File: config.mk
export PLATFORM = sky130hd
export DESIGN_NAME = sm83_bus_unit
export DESIGN_NICKNAME = d
export VERILOG_FILES = /design/src/rtl/sm83_bus_unit.sv
export SDC_FILE = /design/constraint.sdc
export NUM_CORES = 1
export LEC_CHECK = 0
export CAP_MARGIN = 10
export CORE_MARGIN = 1
export CORE_UTILIZATION = 30
export DETAILED_ROUTE_END_ITERATION = 6
export DONT_BUFFER_PORTS = 1
export PLACE_DENSITY_LB_ADDON = 0.15
export RECOVER_POWER = 100
export SYNTH_ARGS = -nofsm -noshare
export SYNTH_HDL_FRONTEND = slang
export SYNTH_SLANG_ARGS = --single-unit
File: constraint.sdc
create_clock -name clk -period 2.1 [get_ports clk]
set_input_delay 0.42 -clock clk [delete_from_list [all_inputs] [get_ports clk]]
set_output_delay 0.42 -clock clk [all_outputs]
set_load 0.03 [all_outputs]
File: src/rtl/sm83_bus_unit.sv
// M-cycle memory bus sequencer: arbitrates N_REQ requesters at each M-cycle
// boundary, runs one strobed access per M-cycle, stretches on wait states.
module sm83_bus_unit #(
  parameter int ADDR_W      = 16,
  parameter int DATA_W      = 8,
  parameter int N_REQ       = 2,
  parameter int T_PER_M     = 4,
  parameter int MAX_WAIT    = 15,
  parameter int ROUND_ROBIN = 0
) (
  input  logic                      clk,
  input  logic                      rst,
  input  logic [N_REQ-1:0]          req_valid,
  input  logic [N_REQ-1:0]          req_we,
  input  logic [N_REQ*ADDR_W-1:0]   req_addr,
  input  logic [N_REQ*DATA_W-1:0]   req_wdata,
  output logic [N_REQ-1:0]          req_grant,
  output logic [N_REQ-1:0]          rsp_valid,
  output logic                      rsp_err,
  output logic [DATA_W-1:0]         rsp_rdata,
  output logic [ADDR_W-1:0]         mem_addr,
  output logic [DATA_W-1:0]         mem_wdata,
  output logic                      mem_ren,
  output logic                      mem_wen,
  input  logic [DATA_W-1:0]         mem_rdata,
  input  logic                      mem_ready,
  output logic                      m_tick,
  output logic                      busy
);

  localparam int TW = $clog2(T_PER_M);
  localparam int WW = $clog2(MAX_WAIT + 1);
  localparam int IW = (N_REQ > 1) ? $clog2(N_REQ) : 1;

  localparam logic [TW-1:0] T_LAST    = TW'(T_PER_M - 1);
  localparam logic [TW-1:0] T_PRE     = TW'(T_PER_M - 2);
  localparam logic [WW-1:0] WAIT_LAST = WW'(MAX_WAIT - 1);
  localparam logic [IW-1:0] IDX_LAST  = IW'(N_REQ - 1);

  typedef enum logic [1:0] {IDLE, ACCESS, STROBE} state_t;

  state_t          state;
  logic [TW-1:0]   tcnt;
  logic [WW-1:0]   wait_cnt;
  logic [IW-1:0]   rr_ptr;
  logic [IW-1:0]   owner;
  logic            owner_we;

  logic            win_found;
  logic [IW-1:0]   win_idx;
  logic            arb_en;
  logic            done_ok;
  logic            done_to;

  // Candidates are scanned from farthest to nearest so the nearest one wins.
  always_comb begin
    int j;
    j         = 0;
    win_found = 1'b0;
    win_idx   = '0;
    for (int k = N_REQ - 1; k >= 0; k--) begin
      if (ROUND_ROBIN != 0) begin
        j = int'(rr_ptr) + k;
        if (j >= N_REQ) j = j - N_REQ;
      end else begin
        j = k;
      end
      if (req_valid[IW'(j)]) begin
        win_found = 1'b1;
        win_idx   = IW'(j);
      end
    end
  end

  // tcnt is only ever 0 in IDLE, so the boundary cycle is the arbitration slot.
  assign arb_en = (tcnt == '0) && !rst;

  always_comb begin
    req_grant = '0;
    if (arb_en && win_found) req_grant[win_idx] = 1'b1;
  end

  assign done_ok = (state == STROBE) && mem_ready;
  assign done_to = (state == STROBE) && !mem_ready && (wait_cnt == WAIT_LAST);
  assign m_tick  = done_ok || done_to || ((state == IDLE) && (tcnt == T_LAST));

  always_ff @(posedge clk or posedge rst) begin
    if (rst) begin
      state     <= IDLE;
      tcnt      <= '0;
      wait_cnt  <= '0;
      rr_ptr    <= '0;
      owner     <= '0;
      owner_we  <= 1'b0;
      rsp_valid <= '0;
      rsp_err   <= 1'b0;
      rsp_rdata <= '0;
      mem_addr  <= '0;
      mem_wdata <= '0;
      mem_ren   <= 1'b0;
      mem_wen   <= 1'b0;
      busy      <= 1'b0;
    end else begin
      rsp_valid <= '0;
      case (state)
        IDLE: begin
          if (arb_en && win_found) begin
            owner     <= win_idx;
            owner_we  <= req_we[win_idx];
            mem_addr  <= req_addr[win_idx*ADDR_W +: ADDR_W];
            mem_wdata <= req_wdata[win_idx*DATA_W +: DATA_W];
            busy      <= 1'b1;
            tcnt      <= tcnt + 1'b1;
            if (ROUND_ROBIN != 0)
              rr_ptr <= (win_idx == IDX_LAST) ? '0 : win_idx + 1'b1;
            // With two T-cycles per M-cycle the strobe starts right after the grant.
            if (T_PER_M == 2) begin
              state   <= STROBE;
              mem_ren <= !req_we[win_idx];
              mem_wen <= req_we[win_idx];
            end else begin
              state <= ACCESS;
            end
          end else begin
            tcnt <= (tcnt == T_LAST) ? '0 : tcnt + 1'b1;
          end
        end
        ACCESS: begin
          tcnt <= tcnt + 1'b1;
          if (tcnt == T_PRE) begin
            state   <= STROBE;
            mem_ren <= !owner_we;
            mem_wen <= owner_we;
          end
        end
        STROBE: begin
          if (done_ok || done_to) begin
            state            <= IDLE;
            tcnt             <= '0;
            wait_cnt         <= '0;
            mem_ren          <= 1'b0;
            mem_wen          <= 1'b0;
            busy             <= 1'b0;
            rsp_valid[owner] <= 1'b1;
            rsp_err          <= done_to;
            // A timed-out access returns open-bus data.
            if (done_to)        rsp_rdata <= '1;
            else if (!owner_we) rsp_rdata <= mem_rdata;
          end else begin
            wait_cnt <= wait_cnt + 1'b1;
          end
        end
        default: state <= IDLE;
      endcase
    end
  end

endmodule
==> reports/results.tsv, run 1 <==
stage	metric	value	unit
run_status	status	finished, final reports clean	
grt	grt_pass1_wl	6400	um
logic_synthesis	synth_seq_cells	46	
timing	rsz0062_at_grt	false	
worst_setup_path	critPathLaunch	wait_cnt[1]$_DFFE_PP0N_	
logic_synthesis	async_flop_share	100	%
finish	fillCellCount	675	
route	drc_errors	0	
timing	worst_slack	0.0829	ns
grt	track_usage	11.4	%
floorplan	core-area	6760	um2
worst_setup_path	start_kind	flip-flop	
timing	period_share	96.1	%
pwr	combPwrFrac	27.2	%
finish	multi_input_area	857	um2
timing	setup_tns	0	ns
route	drtIter0Drc	70	
floorplan	row_count	30	
logic_synthesis	mappedNetlistArea	2090	um2
logic_synthesis	yosys_warnings	0	
route	totalWireLength	4080	um
pwr	pwr-share-seq	56.7	%
logic_synthesis	synth_flop_cell	dfrtp_1	
finish	seqCellArea	1150	um2
pwr	switching_share	44.9	%
logic_synthesis	synth.area.top_cells	dfrtp_1, mux2_2, ha_1	
logic_synthesis	syn_inst	169	
floorplan	die_area	7320	um2
timing	fmax	496	MHz
timing	hold_violations	0	
grt	overflow	0	
grt	grt_pass1_vias	1338	
logic_synthesis	syn_avg_cell_area	12.4	um2
timing	slew_viol_final	0	
place	post-place-ws	0.268	ns
min_path	worstHoldStart	mem_rdata[0]	
floorplan	start_util	31.0	%
place	hpwl	3060	um
worst_setup_path	path_max_fanout	5	
grt	grt_max_degree	27	
finish	layout-area-overhead-vs-synth	9.86	%
logic_synthesis	synth_top_area_share	55.0	%
route	viasPerCell	4.98	
pwr	powerDensity	1740	nW/um2
logic_synthesis	yosys.area.top_type	dfrtp_1	
logic_synthesis	synth_edf_count	0	
place	place.gp.congestion	0.823	
clocking	cts-root-buf	clkbuf_8	
floorplan	die_w	85.6	um
grt	met2_usage	19.0	%
pwr	ir_drop	0.533	mV
clocking	clk_pin_slew	0.08	ns
grt	busiest_layer	met2	
timing	slew_headroom	54.1	%
finish	drive_above_1_share	23.3	%
pwr	pwr-share-clk	16.1	%
logic_synthesis	yosysSeqAreaShare	55.0	%
finish	num-nets-final	248	
worst_setup_path	reg2reg_from	state[1]$_DFFE_PP0P_	
route	wl_per_cell	15.9	um
worst_setup_path	timing_worst_setup_path_type	reg2out	
grt	antenna_found_initial	0	
timing	finalClockSkew	0.00362	ns
worst_setup_path	endpoint_kind	output pin	
route	num_vias	1274	
place	port_buffers	0	
clocking	cts_num_sinks	46	
timing	min_period	2.02	ns
logic_synthesis	synth_cell_types	35	
worst_setup_path	r2r_setup_slack	0.32	ns
pwr	p_int	2.20	mW
grt	use_met1	13.1	%
clocking	cts_max_level	2	
floorplan	ios	104	
timing	finalSetupViolCount	0	
worst_setup_path	cp.required	1.68	ns
finish	diodes	0	
clocking	cts_tree	done	
floorplan	die_y	85.6	um
min_path	hold_path_class	in2reg	
route	first_pass_iters	4	
pwr	p_switching	1.80	mW
grt	gr-usage-met3	4.62	%
clocking	cts_buffers	5	
clocking	clk_latency	0.29	ns
pwr	total_leakage_power	1.09	nW
timing	hold_ws	0.257	ns
clocking	clk_path_buf_depth	2	
run	timing.max_cap.violations	0	
worst_setup_path	cp.arrival	1.60	ns
timing	worstMarginPinSlew	0.687	ns
route	ant_nets	0	
-- routing by layer --
metal  wire length, um  part of all wire, %
met5                 0                    0
met2              2050                   50
met3               357                  8.8
met1              1610                   40
met4                51                  1.3
-- final cells by class --
type / instances / area share (%)
clock buffers: 6 / 3.15
clock inverters: 2 / 1.63
inverters: 12 / 1.96
multi-input cells: 104 / 37.2
flip-flops and latches: 46 / 50.0
well taps: 80 / 4.35
repair buffers: 6 / 1.63
-- cells in the final DEF (no fill, tap or decap), types with 2 or more instances in the layout --
cell type / count
inv_1: 12
nor2b_1: 5
dfrtp_1: 46
clkbuf_8: 5
a22o_1: 2
mux2_2: 27
conb_1: 2
a221oi_1: 2
o21ai_0: 4
a21oi_1: 2
mux2i_1: 2
a31oi_1: 2
buf_4: 2
o32ai_1: 2
ha_1: 9
nand3_1: 9
nand2_1: 20
nand2b_1: 2
clkbuf_1: 3
-- final timing paths --
path / end / cells past startpoint
min reg2reg: mem_ren$_DFFE_PP0P_ / 1
min in group asynchronous: busy$_DFFE_PP0P_ / 2
max: m_tick / 4
max in group asynchronous: mem_wdata[7]$_DFFE_PP0P_ / 3
min: rsp_rdata[0]$_DFFE_PP0P_ / 2
max reg2reg: mem_wdata[2]$_DFFE_PP0P_ / 4
-- Yosys cell counts (all sizes together), types with 2 or more instances --
cell,instances
inv,12
nor2b,5
buf,7
a21oi,2
a31oi,2
a22o,2
a221oi,2
mux2,27
nand3,9
mux2i,2
nand2,20
nand2b,2
o21ai,4
nand3b,2
ha,10
dfrtp,46
o32ai,2
-- stage by stage --
step           power (mW)  instances  util (%)  cell area, um2
2_1_floorplan        3.12        170         -            2100
3_3_place_gp         3.31        246      32.1            2170
3_5_place_dp         3.36        246      32.1            2170
4_1_cts              4.05        256      34.2            2310
5_1_grt              4.26        256      34.1            2300
6_report             4.00        256      34.1            2300
-- what timing repair did --
item | in CTS | in global routing
resized for setup | 3 | 2
endpoints found under the setup margin | 1 | 1
endpoints found under the hold margin | 16 | 0
buffers inserted | 1 | 0
hold buffers | 1 | 0
-- cells by family after synthesis --
group / share of synthesized area [%]
muxes: 15.5
AOI/OAI and AO/OA: 7.71
adders and majority gates: 5.97
buffers and inverters: 5.08
and+or+nand+nor: 10.6
other: 0.179
DFF: 55.0
-- critical path, cell delays in order (launching register included) --
cell,delay (ns)
dfrtp_1,0.45
ha_4,0.20
a31o_4,0.26
and2_1,0.18
a21o_4,0.22
-- state kept, by name (all words and copies together), names as in the netlist --
register   cells
busy           1
mem_addr      16
mem_ren        1
mem_wdata      8
mem_wen        1
owner_we       1
rsp_err        1
rsp_rdata      8
rsp_valid      1
state          2
tcnt           2
wait_cnt       4
-- power by group through the flow --
stage / sequential (mW) / clock [mW] / combinational, mW
floorplan: 2.19 / 0 / 0.929
global placement: 2.28 / 0 / 1.03
detailed placement: 2.29 / 0 / 1.07
CTS: 2.27 / 0.675 / 1.11
global route: 2.33 / 0.709 / 1.22
finish: 2.27 / 0.644 / 1.09
Note: power is estimated with default switching activity, not from simulation.
==> inputs of run 2 (changes only) <==
--- a/config.mk
+++ b/config.mk
@@ -5,7 +5,7 @@
 export SDC_FILE = /design/constraint.sdc
 export NUM_CORES = 1
 export LEC_CHECK = 0
-export CAP_MARGIN = 10
+export CAP_MARGIN = 20
 export CORE_MARGIN = 1
 export CORE_UTILIZATION = 30
 export DETAILED_ROUTE_END_ITERATION = 6
==> constraint.sdc (replaced) <==
create_clock -name clk -period 2.2 [get_ports clk]
set_input_delay 0.44 -clock clk [delete_from_list [all_inputs] [get_ports clk]]
set_output_delay 0.44 -clock clk [all_outputs]
set_load 0.03 [all_outputs]
==> run 2 against run 1 <==
Effect of this change:
- the flow now finishes with violations (max-capacitance violations, max-slew violations)
- critical path depth increased by 1
- non-clock buffer count fell by 4
- combinational power is 8% lower
- critical endpoint unchanged
==> reports/results.tsv, run 2 (synthesized netlist as in run 1, its figures left out) <==
stage	metric	value	unit	change
place	place.gp.congestion	0.821		-0.28%
route	viasPerCell	5.04		+1.3%
worst_setup_path	r2r-end	rsp_rdata[7]$_DFFE_PP0P_		
route	first_pass_iters	4		unchanged
timing	setup_tns	0	ns	unchanged
floorplan	die_w	85.6	um	unchanged
finish	final_common_cell	dfrtp_1		
finish	num-nets-final	244		-1.6%
finish	most-common-layout-cells	dfrtp_1, mux2_2, nand2_1		
worst_setup_path	cp.required	1.76	ns	+0.08 ns
timing	worstMarginPinSlew	1.70	ns	+1.01 ns
clocking	cts_num_sinks	46		unchanged
worst_setup_path	endpoint_kind	output pin		
route	drtIter0Drc	41		-41%
timing	fmax	472	MHz	
worst_setup_path	path_max_fanout	5		unchanged
route	wl_per_cell	15.8	um	-0.58%
route	num_vias	1271		-0.24%
grt	grt_pass1_vias	1346		+0.60%
finish	layout-area-overhead-vs-synth	6.87	%	
floorplan	core-area	6760	um2	unchanged
grt	overflow	0		unchanged
clocking	cts-root-buf	clkbuf_8		
grt	grt_max_degree	47		+74%
route	drc_errors	0		unchanged
worst_setup_path	critPathLaunch	wait_cnt[0]$_DFFE_PP0N_		
worst_setup_path	timing_worst_setup_path_type	reg2out		
floorplan	ios	104		unchanged
timing	rsz0062_at_grt	false		
clocking	cts_resized	0		-3
pwr	powerDensity	1650	nW/um2	-4.9%
min_path	hold_path_class	in2reg		
finish	top_regs	mem_addr: 16 flops, mem_wdata: 8 flops, rsp_rdata: 8 flops		
floorplan	row_count	30		unchanged
clocking	cts_buffers	5		unchanged
grt	grt_pass1_wl	6150	um	-3.9%
timing	finalSetupViolCount	0		unchanged
pwr	total_leakage_power	1.07	nW	-2.0%
clocking	clk_latency	0.30	ns	about the same
clocking	clk_pin_slew	0.09	ns	about the same
grt	track_usage	11.1	%	-0.30 points
finish	fillCellCount	661		-2.1%
run_status	status	finished with violations		
finish	diodes	0		unchanged
timing	period_share	96.4	%	
finish	fin_util	33.1	%	-0.93 points
clocking	cts_hold_buf	0		-1
worst_setup_path	reg2reg_from	state[0]$_DFFE_PP0P_		
clocking	cts_tree	done		
clocking	postCtsSetupBuffers	0		-1
clocking	cts_max_level	2		unchanged
grt	use_met1	11.6	%	-1.5 points
floorplan	die_y	85.6	um	unchanged
finish	drive_above_1_share	22.7	%	-0.62 points
place	port_buffers	0		unchanged
timing	min_period	2.12	ns	
grt	busiest_layer	met2		
route	ant_nets	0		unchanged
worst_setup_path	cp.arrival	1.68	ns	+0.08 ns
grt	met2_usage	19.7	%	+0.73 points
worst_setup_path	r2r_setup_slack	0.29	ns	-0.03 ns
worst_setup_path	worstRegToRegCells	6		+2
grt	antenna_found_initial	0		unchanged
floorplan	die_area	7320	um2	unchanged
worst_setup_path	cp-endpoint	m_tick		
run	timing.max_cap.violations	1		+1
timing	finalClockSkew	0.00552	ns	+0.00190 ns
timing	hold_violations	0		unchanged
finish	largest_reg_flops	16		unchanged
grt	gr-usage-met3	4.14	%	-0.48 points
timing	slew_headroom	-13.6	%	-68 points
pwr	ir_drop	0.556	mV	+4.3%
timing	slew_viol_final	47		+47
run_status	violations	max-capacitance violations, max-slew violations		
worst_setup_path	start_kind	flip-flop		
floorplan	start_util	31.0	%	unchanged
clocking	clk_path_buf_depth	2		unchanged
min_path	worstHoldStart	mem_rdata[0]		
route	totalWireLength	3990	um	-2.1%
place	hpwl	2910	um	-5.0%
finish	regMostFlops	mem_addr		
run 2: report_power, final:
group | switching (mW) | internal [mW]
clock network | 0.286 | 0.253
logic | 0.491 | 0.513
registers | 0.929 | 1.23
total | 1.71 | 1.99
run 2: final cells by class:
type	instances	area [um2]	area share, %
flip-flops and latches	46	1150	51.4
multi-input cells	104	836	37.3
well taps	80	100	4.47
clock buffers	6	82.6	3.69
inverters	12	45.0	2.01
clock inverters	2	12.5	0.559
repair buffers	2	11.3	0.503
run 2: worst min path at each step:
| stage | endpoint | slack [ns] | depth (start not counted) |
|---|---|---|---|
| after floorplan | mem_ren$_DFFE_PP0P_ | 0.49 | 1 |
| after global placement | wait_cnt[1]$_DFFE_PP0N_ | 0.55 | 1 |
| after global routing | mem_wdata[4]$_DFFE_PP0P_ | 0.27 | 1 |
| after CTS | mem_addr[14]$_DFFE_PP0P_ | 0.26 | 1 |
| after detailed placement | wait_cnt[1]$_DFFE_PP0N_ | 0.56 | 1 |
| final | rsp_rdata[0]$_DFFE_PP0P_ | 0.27 | 2 |
run 2: layer usage:
| layer | routed length (um) | part of all wire [%] |
|---|---|---|
| met1 | 1580 | 40 |
| met2 | 2030 | 51 |
| met3 | 320 | 8.0 |
| met4 | 63 | 1.6 |
| met5 | 0 | 0 |
run 2: critical path: stages, from the launching register on:
cell and delay [ns]:
dfrtp_1 0.37, inv_1 0.07, ha_1 0.23, a31o_2 0.29, and2_1 0.20, a21o_4 0.23
run 2: stage by stage:
step / power (mW) / std cells / cell area [um2] / worst slack [ns] / hold WS, ns
global route: 3.94 / 252 / 2240 / 0.0135 / 0.268
CTS: 3.76 / 252 / 2250 / 0.0177 / 0.263
floorplan: 2.98 / 170 / 2100 / 0.467 / 0.487
global placement: 3.15 / 244 / 2150 / 0.367 / 0.550
detailed placement: 3.21 / 244 / 2150 / 0.354 / 0.559
finish: 3.70 / 252 / 2240 / 0.0792 / 0.275
